`src/rtl/div_pkg.sv`:
```
`default_nettype none
// ============================================================================
// Module      : div_pkg
// Description : Shared width default and FSM state encoding for the
//               repeated-subtraction divider.
// Revision    : 1.0 - initial release
// ============================================================================
package div_pkg;

    localparam int c_width_default = 16;

    localparam logic [2:0] c_st_idle  = 3'd0;
    localparam logic [2:0] c_st_loadd = 3'd1;
    localparam logic [2:0] c_st_check = 3'd2;
    localparam logic [2:0] c_st_iter  = 3'd3;
    localparam logic [2:0] c_st_done  = 3'd4;

endpackage : div_pkg
`default_nettype wire

```
`src/rtl/div_datapath.sv`:
```
`default_nettype none
// ============================================================================
// Module      : div_datapath
// Description : Remainder/divisor/quotient registers with subtractor,
//               comparator and zero detect for the repeated-subtraction divider.
// Revision    : 1.0 - initial release
// ============================================================================
module div_datapath
    import div_pkg::*;
#(
    parameter int WIDTH = c_width_default
) (
    input  logic             clk,
    input  logic             rst,
    input  logic [WIDTH-1:0] i_data,
    input  logic             i_ld_r,
    input  logic             i_sel_sub,
    input  logic             i_ld_d,
    input  logic             i_clr_q,
    input  logic             i_inc_q,
    output logic             o_ge,
    output logic             o_dz,
    output logic [WIDTH-1:0] o_r,
    output logic [WIDTH-1:0] o_q
);

    logic [WIDTH-1:0] r_r;
    logic [WIDTH-1:0] r_d;
    logic [WIDTH-1:0] r_q;
    logic [WIDTH-1:0] w_diff;

    // Only taken when R >= D, so the borrow is never needed.
    assign w_diff = r_r - r_d;
    assign o_ge   = (r_r >= r_d);
    assign o_dz   = (r_d == '0);
    assign o_r    = r_r;
    assign o_q    = r_q;

    always_ff @(posedge clk) begin
        if (rst) begin
            r_r <= '0;
            r_d <= '0;
            r_q <= '0;
        end else begin
            if (i_ld_r) begin
                r_r <= i_sel_sub ? w_diff : i_data;
            end
            if (i_ld_d) begin
                r_d <= i_data;
            end
            if (i_clr_q) begin
                r_q <= '0;
            end else if (i_inc_q) begin
                r_q <= r_q + WIDTH'(1);
            end
        end
    end

endmodule : div_datapath
`default_nettype wire

```
`src/rtl/div_repeated_sub.sv`:
```
`default_nettype none
// ============================================================================
// Module      : div_repeated_sub
// Description : Sequential unsigned divider by repeated subtraction; operands
//               loaded over one shared bus, result flagged by a done pulse.
// Revision    : 1.0 - initial release
// ============================================================================
module div_repeated_sub
    import div_pkg::*;
#(
    parameter int WIDTH = c_width_default
) (
    input  logic             clk,
    input  logic             rst,
    input  logic             start,
    input  logic [WIDTH-1:0] data_in,
    output logic             busy,
    output logic             done,
    output logic             div_by_zero,
    output logic [WIDTH-1:0] quotient,
    output logic [WIDTH-1:0] remainder
);

    logic [2:0] r_state;
    logic [2:0] w_next;
    logic       r_dz;
    logic       w_ld_r;
    logic       w_sel_sub;
    logic       w_ld_d;
    logic       w_clr_q;
    logic       w_inc_q;
    logic       w_ge;
    logic       w_dz;

    div_datapath #(
        .WIDTH (WIDTH)
    ) u_datapath (
        .clk       (clk),
        .rst       (rst),
        .i_data    (data_in),
        .i_ld_r    (w_ld_r),
        .i_sel_sub (w_sel_sub),
        .i_ld_d    (w_ld_d),
        .i_clr_q   (w_clr_q),
        .i_inc_q   (w_inc_q),
        .o_ge      (w_ge),
        .o_dz      (w_dz),
        .o_r       (remainder),
        .o_q       (quotient)
    );

    always_comb begin
        w_next    = r_state;
        w_ld_r    = 1'b0;
        w_sel_sub = 1'b0;
        w_ld_d    = 1'b0;
        w_clr_q   = 1'b0;
        w_inc_q   = 1'b0;
        case (r_state)
            c_st_idle: begin
                if (start) begin
                    w_ld_r  = 1'b1;
                    w_clr_q = 1'b1;
                    w_next  = c_st_loadd;
                end
            end
            c_st_loadd: begin
                w_ld_d = 1'b1;
                w_next = c_st_check;
            end
            c_st_check: begin
                w_next = w_dz ? c_st_done : c_st_iter;
            end
            c_st_iter: begin
                if (w_ge) begin
                    w_ld_r    = 1'b1;
                    w_sel_sub = 1'b1;
                    w_inc_q   = 1'b1;
                end else begin
                    w_next = c_st_done;
                end
            end
            c_st_done: begin
                w_next = c_st_idle;
            end
            default: begin
                w_next = c_st_idle;
            end
        endcase
    end

    always_ff @(posedge clk) begin
        if (rst) begin
            r_state <= c_st_idle;
            r_dz    <= 1'b0;
        end else begin
            r_state <= w_next;
            if ((r_state == c_st_idle) && start) begin
                r_dz <= 1'b0;
            end else if ((r_state == c_st_check) && w_dz) begin
                r_dz <= 1'b1;
            end
        end
    end

    assign busy        = (r_state != c_st_idle) && (r_state != c_st_done);
    assign done        = (r_state == c_st_done);
    assign div_by_zero = r_dz;

endmodule : div_repeated_sub
`default_nettype wire

```
`config.mk`:
```
export PLATFORM = sky130hd
export DESIGN_NAME = div_repeated_sub
export DESIGN_NICKNAME = d
export VERILOG_FILES = /design/src/rtl/div_pkg.sv /design/src/rtl/div_datapath.sv /design/src/rtl/div_repeated_sub.sv
export SDC_FILE = /design/constraint.sdc
export NUM_CORES = 1
export LEC_CHECK = 0
export BUFFER_PORTS_ARGS = -buffer_cell sky130_fd_sc_hd__buf_2
export CAP_MARGIN = 20
export CORE_MARGIN = 2
export CORE_UTILIZATION = 61
export DETAILED_ROUTE_END_ITERATION = 7
export PLACE_DENSITY_LB_ADDON = 0.15
export SETUP_SLACK_MARGIN = 0.3
export SLEW_MARGIN = 20
export SYNTH_ARGS = -nofsm -noshare
export SYNTH_HDL_FRONTEND = slang
export SYNTH_SLANG_ARGS = --single-unit
export TNS_END_PERCENT = 50
```
`constraint.sdc`:
```
create_clock -name clk -period 3.9 [get_ports clk]
set_input_delay 0.39 -clock clk [delete_from_list [all_inputs] [get_ports clk]]
set_output_delay 0.39 -clock clk [all_outputs]
set_load 0.02 [all_outputs]
```
# --- Word level (Yosys, flattened, before mapping) ---
# Cells that the tools add are included.
classes:
  add_sub_neg: 2
  n_lt_le_gt_ge: 1
  eq_ne: 7
  muxes: 11
  n_reduce_logical: 9
op_table:
  columns: ["cell", "count"]
  rows:
  - ["16-bit by 1-bit adder with 16-bit output (second input constant)", 1]
  - ["16-bit >= comparator", 1]
  - ["16-bit logical NOT", 1]
  - ["16-bit 2-to-1 mux", 1]
  - ["16-bit subtractor", 1]
  - ["3-bit one-hot mux with 4 select lines", 1]
  - ["3-bit 2-to-1 mux", 3]
  - ["3-bit by 2-bit equality test with 1-bit output (second input constant)", 2]
  - ["1-bit 2-to-1 mux", 5]
  - ["2-bit inequality test (second input constant)", 2]
  - ["2-bit OR reduction", 2]
  - ["3-bit by 1-bit equality test with 1-bit output (second input constant)", 1]
  - ["3-bit equality test (second input constant)", 1]
  - ["1-bit logical AND", 3]
  - ["3-bit logical NOT", 1]
  - ["3-bit inequality test (second input constant)", 1]
  - ["3-bit nonzero test", 1]
  - ["1-bit one-hot mux with 2 select lines", 1]
  - ["2-bit AND reduction", 1]
totals:
  reg_bits: 52
  in_bits: 19
  output_inout_bits: 35
  word_cells: 35

# --- Longest topological paths before layout ---
logic_depth:
  ltp_word: 4
  depth_mapped: 11
  ltp_nobuf: 9

# --- Cells and area by module ---
# Synthesis repeated with hierarchy kept, for this count alone.
unflattened:
  cells_unflattened: 371
  area_unflattened_um2: 3064.2
modules_own_cells:
  columns: ["module", "n_inst", "cells_per_inst", "area_per_inst_um2", "seq_area_each_um2"]
  rows:
  - ["div_datapath", 1, 345, 2839.0, 960.9]
  - ["div_repeated_sub", 1, 26, 225.2, 80.1]

# --- Worst setup path before layout ---
# Ideal clock, no wire load.
synth_path:
  path_type: "register -> register"
  startpoint: "reg u_datapath.r_r[0] (netlist: u_datapath.o_r[0])"
  endpoint: "reg u_datapath.r_q[14] (netlist: u_datapath.o_q[14])"
  setup_time_ns: 0.070
  arrival_ns: 2.527
  required_ns: 3.830
  path_slack_ns: 1.303
  stages_incl_launch_ff: 11
  n_path_buf: 1
  period_less_slack_ns: 2.597
  cell_sequence: "dfxtp_1 -> inv_1 -> ha_1 -> fa_1 -> nand2b_1 -> a21oi_2 -> o21ai_2 -> a31o_1 -> buf_6 -> or4_1 -> a21oi_1"
synth_between:
  elab_chain_len: 3
synth_rtl:
  columns: ["element", "line_no", "text"]
  rows:
  - ["start: declaration", "div_datapath.sv:27", "logic [WIDTH-1:0] r_r;"]
  - ["start signal: assignment", "div_datapath.sv:46", "r_r <= i_sel_sub ? w_diff : i_data;"]
  - ["16-bit >= comparator", "div_datapath.sv:34", "assign o_ge = (r_r >= r_d);"]
  - ["1-bit 2-to-1 mux", "div_repeated_sub.sv:75", "if (w_ge) begin"]
  - ["1-bit 2-to-1 mux", "div_repeated_sub.sv:59", "case (r_state)"]
  - ["end signal: assignment", "div_datapath.sv:54", "r_q <= r_q + WIDTH'(1);"]
  - ["end: declaration", "div_datapath.sv:29", "logic [WIDTH-1:0] r_q;"]
# Every way passes these cells.
# A chain may end at the register's enable or synchronous reset.

# --- Final worst setup path ---
layout_path:
  startpoint: "reg u_datapath.r_r[0] (netlist: u_datapath.o_r[0])"
  endpoint: "reg u_datapath.r_q[8] (netlist: u_datapath.o_q[8])"
# Same word-level chain as after synthesis.

==> summary.txt <==
Status
  • Outcome: completed

Die
  • Core area: 0.00507 mm^2
  • Width of the die: 76.4 um
  • Die Span Y: 76.4 um
  • Top-level port count: 54
  • Starting density of the core: 63.0%
  • Die area: 0.00584 mm^2
  • Count of standard-cell rows: 26

Global route
  • Initial antenna violation count: 0
  • Via count of the first global-routing pass: 2956
  • Global-route wire length before repair: 12900 um
  • Maximum number of pins on one net before global-route repair: 38
  • GRT overflow: 0
  • Total routing usage reported by global routing: 26.6%

Clocking
  • CTS tree: built
  • Latest clock arrival within the worst-skew pair: 0.30 ns
  • Number of buffers added by the clock tree synthesis step: 5
  • CTS resizes: 0
  • Number of levels in the clock H-tree: 2
  • Root cell of the clock tree: clkbuf_8
  • Clock Path Buffers: 2
  • Cts-stage hold buffer count: 0
  • Clock-pin slew reported for the worst setup and hold paths after clock tree synthesis: 0.10 ns
  • Number of buffers added for setup after CTS: 0
  • Sink Count: 52

Synth
  • Synth Warn #: 0
  • Number of enable flip-flop cells after synthesis: 0
  • Cell area after synthesis: 0.00320 mm^2
  • Library cells used by synthesis: 50
  • Sequential cell area fraction in the yosys report: 32.6%
  • Average footprint of a synthesized cell: 7.84 um^2
  • Main flop type after synthesis: dfxtp_1
  • Total nets after synthesis: 445
  • Post-Syn Instances: 408
  • Async set-or-reset flop fraction in the synthesized netlist: 0%
  • #FFs+latches synth: 52

Setup path
  • Cell family with most CP delay: compound AO/OA/AOI/OAI gates
  • Crit-path max FO: 25
  • Register-to-register setup slack: 0.88 ns
  • Count of buffering cells on the critical path with inverters included: 2
  • Arrival @ worst endpoint: 3.26 ns
  • List of cells traversed by the critical path: inv_1 -> ha_1 -> fa_1 -> nand2b_1 -> a21oi_2 -> o21ai_2 -> a31o_1 -> buf_4 -> or4_1 -> a21oi_1
  • CP startpoint kind: flip-flop
  • Crit-path slowest cell: or4_1
  • Worst setup EP type: flip-flop
  • Type of the setup path with the least slack: flip-flop to flip-flop
  • Required arrival time at the worst endpoint: 4.14 ns
  • Crit-path max cell delay: 0.51 ns

Timing
  • Unrepaired setup endpoints after global routing: no
  • # setup viols final: 0
  • Final worst slack: 0.879 ns
  • Portion of the clock cycle consumed by the worst path in the final layout: 77.5%
  • Setup TNS: 0 ns
  • Slew of the pin with the lowest slew margin: 0.877 ns
  • Worst-case headroom to the max-slew limit: 41.5%
  • Final Max Tran Viols: 0
  • Worst hold margin: 0.322 ns
  • Peak Freq: 0.331 GHz
  • Number of hold violations in the final report: 0
  • Worst-case clock skew: 0.00668 ns
  • Minimum period implied by the final worst setup slack: 3.02 ns

Finish
  • Layout Cell Area excl Fill: 0.00359 mm^2
  • Post-synthesis to final-layout area growth: 12.2%
  • Share of the core filled with cells in the final layout: 70.7%
  • Fraction of layout cells with a size suffix above 1: 16.9%
  • Number of nets in the layout: 485
  • Antenna diode instance count: 0
  • Filler cell count in the final layout: 426

Route
  • Residual DRC count: 0
  • Overall via count from detail_route: 3078
  • WL met2: 3640 um
  • Detailed-router iteration count before antenna repair: 4
  • Wirelength per Cell: 14.7 um
  • Routed via count divided by cell count: 5.93
  • Uppermost routed layer: met4
  • Post-DRT Antenna Nets: 0
  • DRT met1 WL: 3510 um
  • Total wire length after detailed routing: 7610 um
  • First DRT Iteration DRCs: 160
  • Met3 wirelength from detailed routing: 366 um

Placement
  • Global placer's final weighted congestion: 0.898
  • Placement Setup Slack: 0.949 ns
  • Placed standard-cell area: 0.00347 mm^2
  • DP Wirelength: 5510 um
  • Number of buffer cells added on primary ports: 53

Power
  • Clock share of power: 23.2%
  • Leak pwr: 1.48 nW
  • Internal power of the cells: 1.06 mW
  • Worst IR Drop VDD: 0.236 mV
  • Switching fraction of total power: 37.5%
  • Psw: 0.634 mW
  • Total power per unit cell area: 471 mW/mm^2
  • Sequential Power Share: 35.8%
  • Share of total power in combinational logic: 41.0%

Flow run
  • Max Cap Viol: 0

Min path
  • Class of the most critical hold timing path: input pin to flip-flop
per-stage QoR:
step | total power, mW | std cells
after global placement | 1.29 | 511
final | 1.69 | 519
after CTS | 1.69 | 519
after global routing | 1.80 | 519
after floorplan | 1.15 | 408
after detailed placement | 1.29 | 511
area by class of cell:
type	count	area (um^2)	area share [%]
clock buffers	6	82.6	2.30
clock inverters	2	38.8	1.08
inverters	27	101	2.83
multi-input cells	305	1940	54.1
flip-flops and latches	52	1040	29.0
well taps	70	87.6	2.44
repair buffers	57	295	8.23
worst register-to-register path, delay by kind of cell, from the launching register on:
family          cells  cell delay [ns]
simple gates        2             0.72
fa+ha+maj           2             0.61
compound gates      4             0.92
flops               1             0.34
buf+inv             2             0.37
cell usage after synthesis, types with 5 or more instances:
cell       n  share of area [%]
nand2_1   56                6.6
nor2b_1    6                1.2
or3_1      6                1.2
a21o_1     6                1.4
dfxtp_1   52                 33
or4_1      8                1.9
a21oi_1   47                7.4
mux2i_1    7                2.2
nand2b_1   5               0.98
nor3_1     5               0.78
inv_1     26                3.1
ha_1      17                6.7
nand3_1    8                1.3
o21ai_0   15                2.3
buf_2     10                1.6
xnor2_1    6                1.6
nand4_1    5               0.98
nor2_1    23                2.7
a211oi_1  24                5.6
o31ai_1    8                1.9
clkbuf_1  10                1.2
path summary, 6_finish.rpt:
check | startpoint | to | depth (start not counted)
min | data_in[3] | u_datapath.r_d[3] | 3
max | u_datapath.o_r[0] | u_datapath.o_q[8] | 10
min reg2reg | div_by_zero | div_by_zero | 2
max reg2reg | u_datapath.o_r[0] | u_datapath.o_q[8] | 10
metal layers:
layer,global-route usage [%],vias to the layer above
li1,-,1553
met4,7.09,0
met2,46.7,80
met3,4.74,9
met5,0,-
met1,33.6,1436
cells by family (layout without fill, tap and decap cells):
| logic type | count (synthesis) | after routing | synth area share [%] |
|---|---|---|---|
| muxes | 10 | 10 | 3.25 |
| DFF | 52 | 52 | 32.6 |
| xor gates and xnor gates | 10 | 10 | 2.74 |
| and+or+nand+nor | 142 | 142 | 22.2 |
| adders and majority gates | 18 | 18 | 7.28 |
| AOI/OAI and AO/OA | 125 | 125 | 25.0 |
| buffers and inverters | 51 | 92 | 6.96 |
power groups by stage:
stage	combinational [mW]	clock, mW	sequential [mW]
after CTS	0.686	0.402	0.605
after detailed placement	0.676	0	0.617
final	0.693	0.392	0.606
after floorplan	0.519	0	0.633
after global routing	0.767	0.418	0.611
after global placement	0.670	0	0.615
placed cells by master, fill, tap and decap left out, types with 7 or more instances in the layout:
cell and count:
nand2_1 56, or4_1 8, mux2i_1 7, o21ai_0 15
nand3_1 8, a211oi_1 24, inv_1 26, a21oi_1 47
buf_2 53, dfxtp_1 52, o31ai_1 8, ha_1 17
nor2_1 23
state kept, by name (all words and copies together), names as in the netlist:
register / count
u_datapath.o_q: 16
u_datapath.o_r: 16
u_datapath.r_d: 16
div_by_zero: 1
r_state: 3
No activity file was read; power rests on OpenSTA's default activity.
